--- src/rtl/trace_pkg.sv ---
// Shared types and constants for the CPU execution-trace capture block.
package trace_pkg;

  localparam int DEFAULT_DW = 32;
  localparam int ENTRY_W    = 2 * DEFAULT_DW + 1;
  localparam logic [15:0] OVF_SAT = 16'hFFFF;

  typedef enum logic [2:0] {
    ST_IDLE      = 3'd0,
    ST_CAPTURE   = 3'd1,
    ST_HALT_PEND = 3'd2,
    ST_DRAIN     = 3'd3,
    ST_DONE      = 3'd4
  } state_e;

  // Entry layout is {pc, alures, last}.
  function automatic int entry_width(input int dw);
    return 2 * dw + 1;
  endfunction

endpackage

--- src/rtl/trace_fifo.sv ---
// Register-array FIFO with first-word-fall-through head and occupancy counter.
module trace_fifo
  import trace_pkg::*;
#(
  parameter int DEPTH = 16,
  parameter int W     = ENTRY_W
) (
  input  logic                     clk,
  input  logic                     rst,
  input  logic                     push,
  input  logic [W-1:0]             push_data,
  input  logic                     pop,
  output logic [W-1:0]             head,
  output logic                     full,
  output logic                     empty,
  output logic [$clog2(DEPTH):0]   count
);

  localparam int AW = $clog2(DEPTH);

  logic [W-1:0]  mem_q [DEPTH];
  logic [AW-1:0] wr_ptr_q, wr_ptr_d;
  logic [AW-1:0] rd_ptr_q, rd_ptr_d;
  logic [AW:0]   count_q, count_d;
  logic          do_push_s, do_pop_s;

  assign empty     = (count_q == '0);
  assign full      = (count_q == (AW+1)'(DEPTH));
  assign do_pop_s  = pop & ~empty;
  // A pop in the same cycle frees the slot a full-FIFO push needs.
  assign do_push_s = push & (~full | do_pop_s);

  // Head is forced to zero when empty so no stale entry is ever visible.
  assign head  = empty ? '0 : mem_q[rd_ptr_q];
  assign count = count_q;

  always_comb begin
    if (do_push_s) begin
      wr_ptr_d = wr_ptr_q + AW'(1);
    end else begin
      wr_ptr_d = wr_ptr_q;
    end
    if (do_pop_s) begin
      rd_ptr_d = rd_ptr_q + AW'(1);
    end else begin
      rd_ptr_d = rd_ptr_q;
    end
    case ({do_push_s, do_pop_s})
      2'b10:   count_d = count_q + (AW+1)'(1);
      2'b01:   count_d = count_q - (AW+1)'(1);
      default: count_d = count_q;
    endcase
  end

  always_ff @(posedge clk or negedge rst) begin
    if (!rst) begin
      wr_ptr_q <= '0;
      rd_ptr_q <= '0;
      count_q  <= '0;
    end else begin
      wr_ptr_q <= wr_ptr_d;
      rd_ptr_q <= rd_ptr_d;
      count_q  <= count_d;
    end
  end

  always_ff @(posedge clk) begin
    if (do_push_s) begin
      mem_q[wr_ptr_q] <= push_data;
    end
  end

endmodule

--- src/rtl/cpu_trace_buffer.sv ---
// Captures one trace entry per pc change of the CPU core, terminated by a halt
// marker, and hands entries to a host over a valid/ready FIFO port.
module cpu_trace_buffer
  import trace_pkg::*;
#(
  parameter int DEPTH = 16,
  parameter int DW    = DEFAULT_DW
) (
  input  logic                     clk,
  input  logic                     rst,
  input  logic                     enable,
  input  logic [DW-1:0]            cpu_pc,
  input  logic [DW-1:0]            cpu_alures,
  input  logic                     cpu_halt,
  output logic                     out_valid,
  input  logic                     out_ready,
  output logic [DW-1:0]            out_pc,
  output logic [DW-1:0]            out_alures,
  output logic                     out_last,
  output logic [$clog2(DEPTH):0]   count,
  output logic [15:0]              overflow_cnt,
  output logic                     done
);

  localparam int EW = entry_width(DW);

  state_e          state_q, state_d;
  logic            first_q, first_d;
  logic [DW-1:0]   last_pc_q, last_pc_d;
  logic            halt_prev_q, halt_prev_d;
  logic [DW-1:0]   mark_pc_q, mark_pc_d;
  logic [DW-1:0]   mark_alu_q, mark_alu_d;
  logic [15:0]     ovf_q, ovf_d;
  logic            done_q, done_d;

  logic            push_s, drop_s, pop_s, space_s;
  logic            halt_rise_s, sample_s;
  logic [EW-1:0]   push_data_s, head_s;
  logic            fifo_full_s, fifo_empty_s;
  logic [$clog2(DEPTH):0] count_s;

  assign pop_s       = ~fifo_empty_s & out_ready;
  assign space_s     = ~fifo_full_s | pop_s;
  assign halt_rise_s = cpu_halt & ~halt_prev_q;
  assign sample_s    = first_q | (cpu_pc != last_pc_q);

  always_comb begin
    state_d     = state_q;
    first_d     = first_q;
    last_pc_d   = last_pc_q;
    halt_prev_d = cpu_halt;
    mark_pc_d   = mark_pc_q;
    mark_alu_d  = mark_alu_q;
    push_s      = 1'b0;
    drop_s      = 1'b0;
    push_data_s = {cpu_pc, cpu_alures, 1'b0};
    case (state_q)
      ST_IDLE: begin
        if (enable) begin
          state_d = ST_CAPTURE;
          first_d = 1'b1;
        end else begin
          state_d = ST_IDLE;
        end
      end
      ST_CAPTURE: begin
        if (halt_rise_s) begin
          push_data_s = {cpu_pc, cpu_alures, 1'b1};
          if (space_s) begin
            push_s  = 1'b1;
            state_d = ST_DRAIN;
          end else begin
            // Marker must never be lost: park it until a slot opens.
            mark_pc_d  = cpu_pc;
            mark_alu_d = cpu_alures;
            state_d    = ST_HALT_PEND;
          end
        end else if (sample_s) begin
          last_pc_d = cpu_pc;
          first_d   = 1'b0;
          if (space_s) begin
            push_s = 1'b1;
          end else begin
            drop_s = 1'b1;
          end
        end else begin
          state_d = ST_CAPTURE;
        end
      end
      ST_HALT_PEND: begin
        push_data_s = {mark_pc_q, mark_alu_q, 1'b1};
        if (space_s) begin
          push_s  = 1'b1;
          state_d = ST_DRAIN;
        end else begin
          state_d = ST_HALT_PEND;
        end
      end
      ST_DRAIN: begin
        if (count_s == '0) begin
          state_d = ST_DONE;
        end else begin
          state_d = ST_DRAIN;
        end
      end
      ST_DONE: begin
        if (!enable) begin
          state_d = ST_IDLE;
        end else begin
          state_d = ST_DONE;
        end
      end
      default: state_d = ST_IDLE;
    endcase

    if (drop_s && (ovf_q != OVF_SAT)) begin
      ovf_d = ovf_q + 16'd1;
    end else begin
      ovf_d = ovf_q;
    end
    done_d = (state_d == ST_DONE);
  end

  always_ff @(posedge clk or negedge rst) begin
    if (!rst) begin
      state_q     <= ST_IDLE;
      first_q     <= 1'b0;
      last_pc_q   <= '0;
      halt_prev_q <= 1'b0;
      mark_pc_q   <= '0;
      mark_alu_q  <= '0;
      ovf_q       <= 16'd0;
      done_q      <= 1'b0;
    end else begin
      state_q     <= state_d;
      first_q     <= first_d;
      last_pc_q   <= last_pc_d;
      halt_prev_q <= halt_prev_d;
      mark_pc_q   <= mark_pc_d;
      mark_alu_q  <= mark_alu_d;
      ovf_q       <= ovf_d;
      done_q      <= done_d;
    end
  end

  trace_fifo #(
    .DEPTH (DEPTH),
    .W     (EW)
  ) u_fifo (
    .clk       (clk),
    .rst       (rst),
    .push      (push_s),
    .push_data (push_data_s),
    .pop       (pop_s),
    .head      (head_s),
    .full      (fifo_full_s),
    .empty     (fifo_empty_s),
    .count     (count_s)
  );

  assign out_valid    = ~fifo_empty_s;
  assign out_pc       = head_s[2*DW:DW+1];
  assign out_alures   = head_s[DW:1];
  assign out_last     = head_s[0];
  assign count        = count_s;
  assign overflow_cnt = ovf_q;
  assign done         = done_q;

endmodule

--- config.mk ---
export PLATFORM = sky130hd
export DESIGN_NAME = cpu_trace_buffer
export DESIGN_NICKNAME = d
export VERILOG_FILES = /design/src/rtl/trace_pkg.sv /design/src/rtl/trace_fifo.sv /design/src/rtl/cpu_trace_buffer.sv
export SDC_FILE = /design/constraint.sdc
export NUM_CORES = 1
export LEC_CHECK = 0
export CAP_MARGIN = 0
export CORE_MARGIN = 2
export CORE_UTILIZATION = 45
export CTS_CLUSTER_DIAMETER = 60
export DETAILED_ROUTE_END_ITERATION = 6
export GPL_TIMING_DRIVEN = 0
export PLACE_DENSITY = 0.65
export SLEW_MARGIN = 20
export SYNTH_ARGS = -nofsm -noshare
export SYNTH_HDL_FRONTEND = slang
export SYNTH_SLANG_ARGS = --single-unit
--- constraint.sdc ---
create_clock -name clk -period 7.3 [get_ports clk]
set_clock_uncertainty 0.05 [all_clocks]
set_input_delay 2.19 -clock clk [delete_from_list [all_inputs] [get_ports clk]]
set_output_delay 2.19 -clock clk [all_outputs]
set_load 0.01 [all_outputs]
# Yosys cells after proc, flatten, opt, wreduce, memory -nomap -nowiden
# Memories as Yosys holds them, arrays and structs flattened.
# Index checks and enable logic that the tools add are counted.
# totals
inputBits	69
n_memories	1
regBits	131
ramBits	1040
output_inout_bits	88
wordCells	75
# memory_table
memory	words	word_bits	rd	rd_ports_with_merged_regs	write_ports	line	rtl
u_fifo.mem_q	16	65	1	0	1	trace_fifo.sv:21	logic [W-1:0] mem_q [DEPTH];
# classes
add_sub_neg	5
n_bitwise	12
eq_ne	13
reduce_logical	8
n_mux	25
# ops
op	count
65-bit case mux with 2 select lines	1
65-bit two-way mux	1
32-bit inequality test	1
16-bit by 1-bit adder with 16-bit output (second input constant)	1
16-bit inequality test (second input constant)	1
1-bit two-way mux	15
3-bit case mux with 5 select lines	1
3-bit two-way mux	4
5-bit case mux with 2 select lines	1
4-bit by 1-bit adder with 4-bit output (second input constant)	2
3-bit by 2-bit equality test with 1-bit output (second input constant)	2
3-bit equality test (second input constant)	2
2-bit inequality test (second input constant)	3
3-bit AND reduction	2
5-bit by 1-bit adder with 5-bit output (second input constant)	1
5-bit equality test (second input constant)	1
5-bit logical NOT	1
1-bit inverter	5
5-bit by 1-bit subtractor with 5-bit output (second input constant)	1
1-bit bitwise AND	4
1-bit case mux with 2 select lines	2
4-bit AND reduction	1
2-bit nonzero test	2
3-bit by 1-bit equality test with 1-bit output (second input constant)	1
5 further kinds	7

# Depth between registers and ports, before layout
# Gate-level depths: netlist of the first run.
# logic_depth
depth_word	11
depth_mapped	16
depth_no_buf	14

# Hierarchy
# Synthesis of the first run repeated with hierarchy kept, for this count alone.
# hier_totals
hier_cells	2194
hier_area_um2	46678.5
# by_module_without_submodules
mod	cells_per_inst	n_inst	seq_area_each_um2	area_per_inst_um2
trace_fifo	1759	1	31555.3	40787.9
cpu_trace_buffer	435	1	2952.8	5890.6

# Least setup slack after synthesis of the first run
# OpenSTA, ideal clock, no wires.
# synth_path
kind	in2reg
startpoint	input port cpu_pc[7]
endpoint	memory u_fifo.mem_q[3][0] (netlist bit) (enable)
path_slack_ns	-0.464
n_path_buf	0
t_arrival_ns	7.146
setup_ns	0.568
required_ns	6.682
cell_stages	6
path_cell_list	inv_1 o221ai_1 nor4_1 nand4_1 o211ai_1 nor3_1
# synth_between
elab_chain_len	8
# synth_rtl
element	line	rtl
start: declaration	cpu_trace_buffer.sv:12	input logic [DW-1:0] cpu_pc,
32-bit inequality test	cpu_trace_buffer.sv:45	assign sample_s = first_q | (cpu_pc != last_pc_q);
1-bit OR	cpu_trace_buffer.sv:45	
1-bit two-way mux	cpu_trace_buffer.sv:78	end else if (sample_s) begin
1-bit two-way mux	cpu_trace_buffer.sv:67	if (halt_rise_s) begin
1-bit case mux with 2 select lines	cpu_trace_buffer.sv:57	case (state_q)
1-bit bitwise AND	trace_fifo.sv:31	assign do_push_s = push & (~full | do_pop_s);
1-bit two-way mux	trace_fifo.sv:68	if (do_push_s) begin
1-bit two-way mux (implied by the code)	trace_fifo.sv:69	mem_q[wr_ptr_q] <= push_data;
end: declaration	trace_fifo.sv:21	
# Every way passes these cells.

# Final worst setup path of the first run
# layout_path
startpoint	register u_fifo.rd_ptr_q[1]
endpoint	output port out_pc[22]
# layout_between
elab_chain_len	2
# layout_rtl
element	line	rtl
start: declaration	trace_fifo.sv:23	logic [AW-1:0] rd_ptr_q, rd_ptr_d;
start signal: assignment	trace_fifo.sv:62	rd_ptr_q <= rd_ptr_d;
memory 16 x 65 bit	-	
65-bit two-way mux	trace_fifo.sv:34	assign head = empty ? '0 : mem_q[rd_ptr_q];
end: declaration	cpu_trace_buffer.sv:17	output logic [DW-1:0] out_pc,
# Every way passes these cells.

==> impl_metrics.json, run 1 <==
{
  "period_share_pct": 98.9,
  "required_ns": 5.06,
  "die_x_um": 324,
  "drive_above_1_share_pct": 31.5,
  "path_class": "reg -> out",
  "grt_overflow": 0,
  "num_rows": 117,
  "cp.arrival_ns": 4.98,
  "wl_per_cell_um": 30.0,
  "grt_pass1_wl_um": 164000,
  "ys.flop_type": "edfxtp_1",
  "die_h_um": 324,
  "synth_edf_count": 1040,
  "ys_ff_latch": 1171,
  "rsz0062_at_grt": "no",
  "ctsHtreeMaxLevel": 3,
  "drv_slew": 0,
  "p_per_area_nw_per_um2": 425,
  "io_buffers": 156,
  "path_cells": "clkbuf_1, clkbuf_1, clkbuf_1, mux4_2, mux4_2, and2_1, clkdlybuf4s50_1",
  "final_hold_viol_count": 0,
  "hp-class": "reg -> reg",
  "multi_input_area_sq_um": 11100,
  "antenna_found_initial": 4,
  "cp-startpoint": "u_fifo.rd_ptr_q[1]",
  "ys_seq_area_share_pct": 75.0,
  "die-area_sq_um": 105000,
  "grt_max_degree": 81,
  "relSlewSlack_pct": 28.6,
  "cp-start-kind": "flip-flop",
  "yosysWarnings": 0,
  "cts_root_buffer": "clkbuf_16",
  "yosysMostFrequentCell": "edfxtp_1",
  "min_from": "mark_pc_q[1]",
  "wl_um": 115000,
  "seq_area_sq_um": 34500,
  "num_vias": 22525,
  "grt_pass1_vias": 23515,
  "placed_area_sq_um": 50300,
  "start_util_pct": 45.3,
  "reg2reg_from": "last_pc_q[24]",
  "fill_cells": 7764,
  "drcViolationCount": 0,
  "cp-end-kind": "primary output",
  "drtPass1Iterations": 5,
  "critPathSlowestCell": "clkbuf_1",
  "cts_setup_buffers": 0,
  "fin_crit_ns": 7.22,
  "numCtsBuffers": 117,
  "postSynthAreaPerCell_sq_um": 22.5,
  "gp_congestion": 0.785,
  "final_area_sq_um": 54300,
  "yosysTopAreaCell": "edfxtp_1",
  "synthDistinctLibCells": 41,
  "slowest_delay_ns": 0.83,
  "cts_buffer_depth": 3,
  "first_iter_violations": 2962,
  "cts.sinks": 1171,
  "setup_violations": 0,
  "synth_cells": 2047,
  "postRouteAntennaNets": 0,
  "finalPower_mw": 23.0,
  "syn_to_final_growth_pct": 18.0,
  "cp_common_cell": "clkbuf_1",
  "max-vdd-ir-drop_v": 0.000224,
  "cts.clk_slew.worst_paths_ns": 0.06,
  "yosysTopAreaCellShare_pct": 67.9,
  "cts_tree": "done",
  "nets": 2443,
  "power.static_leakage_nw": 18.0,
  "core-area_sq_um": 102000,
  "synthTopCellsByArea": "edfxtp_1, mux4_2, dfrtp_1",
  "synth-async-reset-ratio_pct": 11.2,
  "synth_commonest_cells": "edfxtp_1, mux4_2, dfrtp_1, mux2_2, clkbuf_1",
  "outcome": "finished, final reports clean",
  "worst_pin_slew_ns": 1.07,
  "path_max_fanout": 10,
  "num_io_pins": 157,
  "max_freq_mhz": 139,
  "track_usage_pct": 22.3,
  "place_hpwl_um": 68800,
  "vias_per_cell": 5.87,
  "maxCapViolations": 0,
  "synth_area_sq_um": 46000,
  "clk_latency_ns": 0.68,
  "syn-num-nets": 2125,
  "tns_ns": 0
}
==> report_power, final <==
group          switching, mW  leakage [nW]  internal, mW
Combinational           4.22          4.94          3.77
Clock                   2.52          1.90          3.50
Sequential             0.286          11.1          8.74
Total                   7.03          18.0          16.0
==> layout make-up <==
cell class / instances / area share, %
diodes: 1 / 0.00461
inverters: 11 / 0.0761
well taps: 1368 / 3.15
clock inverters: 73 / 1.32
flip-flops and latches: 1171 / 63.6
repair buffers: 199 / 4.58
multi-input cells: 755 / 20.4
plain buffers: 110 / 0.991
clock buffers: 149 / 5.84
==> metal layers <==
layer / wire length, um / global-route usage [%] / up-vias / share of wire [%]
met5: 12 / 0 / - / 0.010
met4: 2290 / 5.70 / 2 / 2.0
met3: 9750 / 3.64 / 158 / 8.5
met2: 56300 / 36.1 / 1088 / 49
met1: 46800 / 31.8 / 12130 / 41
li1: - / - / 9147 / -
==> logic make-up (layout without fill, tap and decap cells) <==
group	Yosys count	in the layout	synth area share, %
flops	1171	1171	75.0
mux	484	484	20.0
simple gates	176	176	2.21
buf+inv	121	542	1.06
xor+xnor	55	55	1.05
compound gates	31	31	0.413
fa+ha+maj	9	9	0.245
other cells	0	1	0
==> state kept, by name, summed over array words and instances, names as in the netlist, 3 cells and up <==
| signal | cells |
|---|---|
| u_fifo.wr_ptr_q | 4 |
| u_fifo.mem_q | 1040 |
| mark_pc_q | 32 |
| u_fifo.rd_ptr_q | 4 |
| mark_alu_q | 32 |
| u_fifo.count | 5 |
| overflow_cnt | 16 |
| state_q | 3 |
| last_pc_q | 32 |
==> per-stage QoR <==
stage	hold WS [ns]	instances	setup WS, ns	util [%]
2_1_floorplan	0.400	2047	1.13	-
3_3_place_gp	0.413	3571	-4.33	48.5
3_5_place_dp	0.421	3614	0.468	49.5
4_1_cts	0.435	3836	-0.0538	53.4
5_1_grt	0.456	3837	0.00184	53.4
6_report	0.435	3837	0.0834	53.4
==> placed cells by master (no fill, tap or decap), types with 18 or more instances in the layout <==
cell             instances
clkdlybuf4s50_1        155
mux2_2                 131
dfrtp_1                131
edfxtp_1              1040
clkbuf_1                81
mux4_2                 325
clkbuf_2                27
buf_12                  18
mux2_4                  24
nand2_1                 25
clkinv_2                29
clkbuf_16              118
xnor2_1                 32
and2_1                  69
xor2_1                  23
==> worst max-delay path: cells and delay by family, from the launching register on <==
| kind | cells | cell delay, ns |
|---|---|---|
| muxes | 2 | 0.99 |
| buffers and inverters | 4 | 2.72 |
| and+or+nand+nor | 1 | 0.21 |
| DFF | 1 | 0.36 |
==> repair_timing <==
action | 4_1_cts | 5_1_grt
setup endpoints to repair | 63 | 24
hold buffers | 0 | 0
resized for setup | 15 | 14
==> path summary, 6_finish.rpt <==
| kind | end | slack, ns | cells after the start |
|---|---|---|---|
| max | out_pc[22] | 0.08 | 7 |
| min | mark_pc_q[1] | 0.44 | 2 |
| max in group asynchronous | mark_alu_q[17] | 4.85 | 2 |
| min reg2reg | mark_pc_q[1] | 0.44 | 2 |
| max reg2reg | u_fifo.count[4] | 3.12 | 16 |
| min in group asynchronous | overflow_cnt[15] | 1.48 | 1 |
Power figures use the tool's default switching activity.
==> inputs of run 2 (changes only) <==
- CTS_CLUSTER_SIZE: not set -> 28
==> run 2 against run 1 <==
Effect of this change:
- die area is the same
- hold slack improved by 0.0065 ns
- combinational power barely moved
- fmax grew 0.16%
- wire length fell by 1.2%
- highest routed layer unchanged
==> impl_metrics.json, run 2 (synthesis gave the netlist of run 1 again) <==
{
  "outcome": "finished, final reports clean",
  "reg2reg_from": "last_pc_q[24]",
  "worst_pin_slew_ns": 1.08,
  "cts.sinks": 1171,
  "cts_tree": "done",
  "syn_to_final_growth_pct": 14.9,
  "path_max_fanout": 10,
  "worst-path-stages": 7,
  "setup_violations": 0,
  "antenna_found_initial": 5,
  "grt_pass1_vias": 23003,
  "critPathBufInv": 4,
  "place_ws_ns": 0.468,
  "core-area_sq_um": 102000,
  "gp_congestion": 0.785,
  "p_sw_mw": 6.91,
  "wl_um": 114000,
  "cts_root_buffer": "clkbuf_16",
  "cp_common_cell": "clkbuf_1",
  "hold_buffers": 0,
  "cts_setup_buffers": 0,
  "num_rows": 117,
  "relSlewSlack_pct": 27.8,
  "nets": 2399,
  "grt_overflow": 0,
  "seq_area_sq_um": 34500,
  "p_int_mw": 14.6,
  "whs_path_depth": 2,
  "path_cells": "clkbuf_1, clkbuf_1, clkbuf_1, mux4_2, mux4_2, and2_1, clkdlybuf4s50_1",
  "power.static_leakage_nw": 17.3,
  "drcViolationCount": 0,
  "numCtsBuffers": 73,
  "max-vdd-ir-drop_v": 0.000232,
  "place_hpwl_um": 68800,
  "required_ns": 5.06,
  "vias_per_cell": 5.92,
  "switching_share_pct": 32.2,
  "io_buffers": 156,
  "die_h_um": 324,
  "period_share_pct": 98.7,
  "tns_ns": 0,
  "critPathSlowestCell": "clkbuf_1",
  "die_x_um": 324,
  "postRouteAntennaNets": 0,
  "cp_top_family": "buffers and inverters",
  "hold_slack_ns": 0.442,
  "mostFrequentLayoutCell": "edfxtp_1",
  "dp_cells": 3614,
  "slowest_delay_ns": 0.82,
  "pwr-share-seq_pct": 41.9,
  "final_hold_viol_count": 0,
  "num_io_pins": 157,
  "track_usage_pct": 22.0,
  "final_cell_mix": "edfxtp_1, mux4_2, clkdlybuf4s50_1",
  "ctsHtreeMaxLevel": 3,
  "largest_reg_flops": 1040,
  "rsz0062_at_grt": "no",
  "cp-end-kind": "primary output",
  "combPwrFrac_pct": 37.2,
  "maxCapViolations": 0,
  "max_freq_mhz": 139,
  "grt_pass1_wl_um": 162000,
  "rr_worst_depth": 16,
  "grt_max_degree": 81,
  "num_vias": 22164,
  "cp.arrival_ns": 4.96,
  "fill_cells": 7861,
  "cp-startpoint": "u_fifo.rd_ptr_q[1]",
  "finalNonFillerCells": 3744,
  "first_iter_violations": 2905,
  "start_util_pct": 45.3,
  "cts.clk_slew.worst_paths_ns": 0.09,
  "fin_crit_ns": 7.20,
  "cts_buffer_depth": 3,
  "largest_register": "u_fifo.mem_q",
  "drtPass1Iterations": 5,
  "ctsResizeCount": 15,
  "setup_ws_ns": 0.0953,
  "hp-class": "reg -> reg",
  "min_from": "mark_pc_q[1]",
  "drive_above_1_share_pct": 30.1,
  "die-area_sq_um": 105000,
  "final_core_util_pct": 52.0,
  "clk_latency_ns": 0.65,
  "cp-start-kind": "flip-flop",
  "multi_input_area_sq_um": 11100,
  "drv_slew": 0,
  "wl_per_cell_um": 30.4,
  "path_class": "reg -> out",
  "p_per_area_nw_per_um2": 406,
  "pwr-share-clk_pct": 20.9
}
run 2: final timing paths:
| path | end | slack, ns |
|---|---|---|
| max | out_pc[22] | 0.1 |
| min in group asynchronous | overflow_cnt[1] | 1.52 |
| max in group asynchronous | mark_alu_q[8] | 4.82 |
| max reg2reg | u_fifo.count[4] | 3.12 |
| min reg2reg | mark_pc_q[1] | 0.44 |
| min | mark_pc_q[1] | 0.44 |
run 2: worst register-to-register path: cells and delay by family (launching register included):
kind,cells,cell delay [ns]
adders and majority gates,2,0.38
buffers and inverters,3,0.71
muxes,1,0.15
xor gates and xnor gates,3,0.74
DFF,1,0.39
and+or+nand+nor,4,1.21
AOI/OAI and AO/OA,3,0.51
run 2: final cells by class:
cell class	count	share of cell area [%]
Clock inverter	52	1.18
Multi-Input combinational cell	755	21.0
Tap cell	1368	3.24
Antenna cell	1	0.00474
Sequential cell	1171	65.3
Clock buffer	77	3.52
Inverter	11	0.0781
Buffer	110	0.990
Timing Repair Buffer	199	4.70
run 2: power by group through the flow:
stage	logic, mW	registers [mW]	clock network (mW)
6_report	7.99	9.00	4.48
2_1_floorplan	4.72	9.11	0
3_3_place_gp	7.69	9.24	0
3_5_place_dp	8.08	9.16	0
5_1_grt	8.49	9.08	4.79
4_1_cts	8.12	9.00	4.55
run 2: per-layer routing:
| metal | part of all wire (%) | global-route usage (%) | vias to the layer above |
|---|---|---|---|
| met5 | 0.011 | 0 | - |
| met4 | 1.8 | 5.21 | 2 |
| met3 | 8.1 | 3.49 | 131 |
| met2 | 49 | 35.7 | 996 |
| met1 | 41 | 31.7 | 12006 |
| li1 | - | - | 9029 |
run 2: stage by stage:
stage / area [sq um] / power [mW]
floorplan: 46000 / 13.8
global placement: 49300 / 16.9
detailed placement: 50300 / 17.2
CTS: 52800 / 21.7
global route: 52800 / 22.4
finish: 52800 / 21.5
==> inputs of run 3 (changes only) <==
- SLEW_MARGIN: 20 -> not set
- TNS_END_PERCENT: not set -> 30
==> run 3 against run 2 <==
Effect of this change:
- sequential power about the same
- register-to-register slack worse by 0.05 ns
- power up 1.2%
- combinational power is 0.9% lower
- clock power rose by 6.9%
- fmax grew 0.42%
- utilization decreased by 0.057 points
- largest power group unchanged
==> impl_metrics.json, run 3 (synthesis gave the netlist of run 1 again) <==
{
  "drive_above_1_share_pct": 29.0,
  "critPathBufInv": 4,
  "p_per_area_nw_per_um2": 411,
  "nets": 2384,
  "cts.clk_slew.worst_paths_ns": 0.08,
  "multi_input_area_sq_um": 11100,
  "worst_pin_slew_ns": 1.46,
  "placed_area_sq_um": 50000,
  "drv_slew": 0,
  "mostFrequentLayoutCell": "edfxtp_1",
  "pwr-share-seq_pct": 41.5,
  "final_cell_mix": "edfxtp_1, mux4_2, clkdlybuf4s50_1",
  "antenna_found_initial": 5,
  "gp_congestion": 0.785,
  "wl_um": 114000,
  "reg2reg_slack_ns": 3.07,
  "switching_share_pct": 32.1,
  "grt_max_degree": 88,
  "dp_cells": 3598,
  "grt_overflow": 0,
  "fill_cells": 7896,
  "cts.sinks": 1171,
  "combPwrFrac_pct": 36.5,
  "whs_endpoint": "overflow_cnt[15]",
  "largest_register": "u_fifo.mem_q",
  "vias_per_cell": 5.92,
  "grt_pass1_vias": 22837,
  "final_hold_viol_count": 0,
  "p_int_mw": 14.7,
  "relSlewSlack_pct": 2.93,
  "syn_to_final_growth_pct": 14.8,
  "cts_tree": "done",
  "seq_area_sq_um": 34500,
  "place_hpwl_um": 66600,
  "hp-class": "reg -> reg",
  "core-area_sq_um": 102000,
  "die_x_um": 324,
  "p_sw_mw": 6.97,
  "die-area_sq_um": 105000,
  "numCtsBuffers": 74,
  "cp-end-kind": "primary output",
  "whs_path_depth": 1,
  "required_ns": 5.06,
  "finalNonFillerCells": 3734,
  "outcome": "finished, final reports clean",
  "grt_pass1_wl_um": 162000,
  "max-vdd-ir-drop_v": 0.000243,
  "path_cells": "clkbuf_1, clkbuf_1, clkbuf_1, mux4_2, mux4_2, and2_1, clkdlybuf4s50_1",
  "ctsHtreeMaxLevel": 3,
  "num_rows": 117,
  "num_vias": 22099,
  "cts_root_buffer": "clkbuf_16",
  "cp_common_cell": "clkbuf_1",
  "cts_setup_buffers": 0,
  "path_class": "reg -> out",
  "rsz0062_at_grt": "no",
  "path_max_fanout": 10,
  "start_util_pct": 45.3,
  "largest_reg_flops": 1040,
  "max_freq_mhz": 139,
  "cts_buffer_depth": 3,
  "postRouteAntennaNets": 0,
  "clk_latency_ns": 0.64,
  "die_h_um": 324,
  "pwr-share-clk_pct": 22.1,
  "num_io_pins": 157,
  "cp-start-kind": "flip-flop",
  "setup_violations": 0,
  "final_area_sq_um": 52800,
  "period_share_pct": 98.3,
  "io_buffers": 156,
  "cp_top_family": "buffers and inverters",
  "final_core_util_pct": 52.0,
  "hold_slack_ns": 0.443,
  "min_from": "overflow_cnt[15]",
  "maxCapViolations": 0,
  "track_usage_pct": 22.0,
  "power.static_leakage_nw": 17.2,
  "wl_per_cell_um": 30.5,
  "reg2reg_from": "state_q[0]",
  "n_antenna_cell": 0,
  "drtPass1Iterations": 5,
  "fin_crit_ns": 7.17,
  "first_iter_violations": 2878,
  "cp.arrival_ns": 4.93,
  "drcViolationCount": 0,
  "slowest_delay_ns": 0.81,
  "critPathSlowestCell": "clkbuf_1",
  "rr_worst_depth": 6,
  "timing.rr.end": "u_fifo.mem_q[3][48]"
}
run 3: routing by layer:
layer  share of wire, %  track usage, %
met5                  0               0
met1                 41            31.5
met2                 49            35.7
met3                8.1            3.35
met4                2.0            5.35
run 3: worst max path at each step:
stage                             from                   to  slack (ns)  cells past startpoint
global placement            cpu_pc[24]  u_fifo.mem_q[7][36]       -4.33                      7
detailed placement  u_fifo.rd_ptr_q[0]           out_pc[22]        0.40                      7
finish              u_fifo.rd_ptr_q[1]           out_pc[22]        0.13                      7
floorplan                    cpu_pc[7]   u_fifo.mem_q[7][0]        1.13                      6
CTS                 u_fifo.rd_ptr_q[0]       out_alures[10]       -0.03                      7
global route        u_fifo.rd_ptr_q[0]       out_alures[26]        0.03                      7
run 3: power groups by stage:
stage	registers, mW	logic (mW)	clock network, mW
after floorplan	9.11	4.72	0
after global placement	9.24	7.69	0
after detailed placement	9.16	8.00	0
after CTS	9.01	8.05	4.85
after global routing	9.09	8.41	5.10
final	9.01	7.92	4.79
run 3: area by class of cell:
cell class | instances | area share, %
sequential | 1171 | 65.4
multi-input combinational | 755 | 21.0
timing repair buffer | 183 | 4.23
clock buffer | 83 | 3.77
tap | 1368 | 3.24
clock inverter | 53 | 1.35
buffer | 110 | 0.962
inverter | 11 | 0.0782
run 3: worst reg2reg max path, delay by kind of cell, from the launching register on:
kind | cells | cell delay (ns)
buf+inv | 3 | 2.39
flops | 1 | 0.38
mux | 1 | 0.57
simple gates | 2 | 0.54
run 3: through the flow:
step | setup WS [ns] | setup TNS, ns | power [mW]
floorplan | 1.13 | 0 | 13.8
global placement | -4.33 | -1831.86 | 16.9
detailed placement | 0.403 | 0 | 17.2
CTS | -0.0292 | -0.153 | 21.9
global route | 0.0254 | 0 | 22.6
finish | 0.126 | 0 | 21.7
run 3: timing repair:
action	CTS	global route
setup endpoints to repair	65	30
resized for setup	18	6
hold buffers	0	0
hold endpoints to repair	0	0
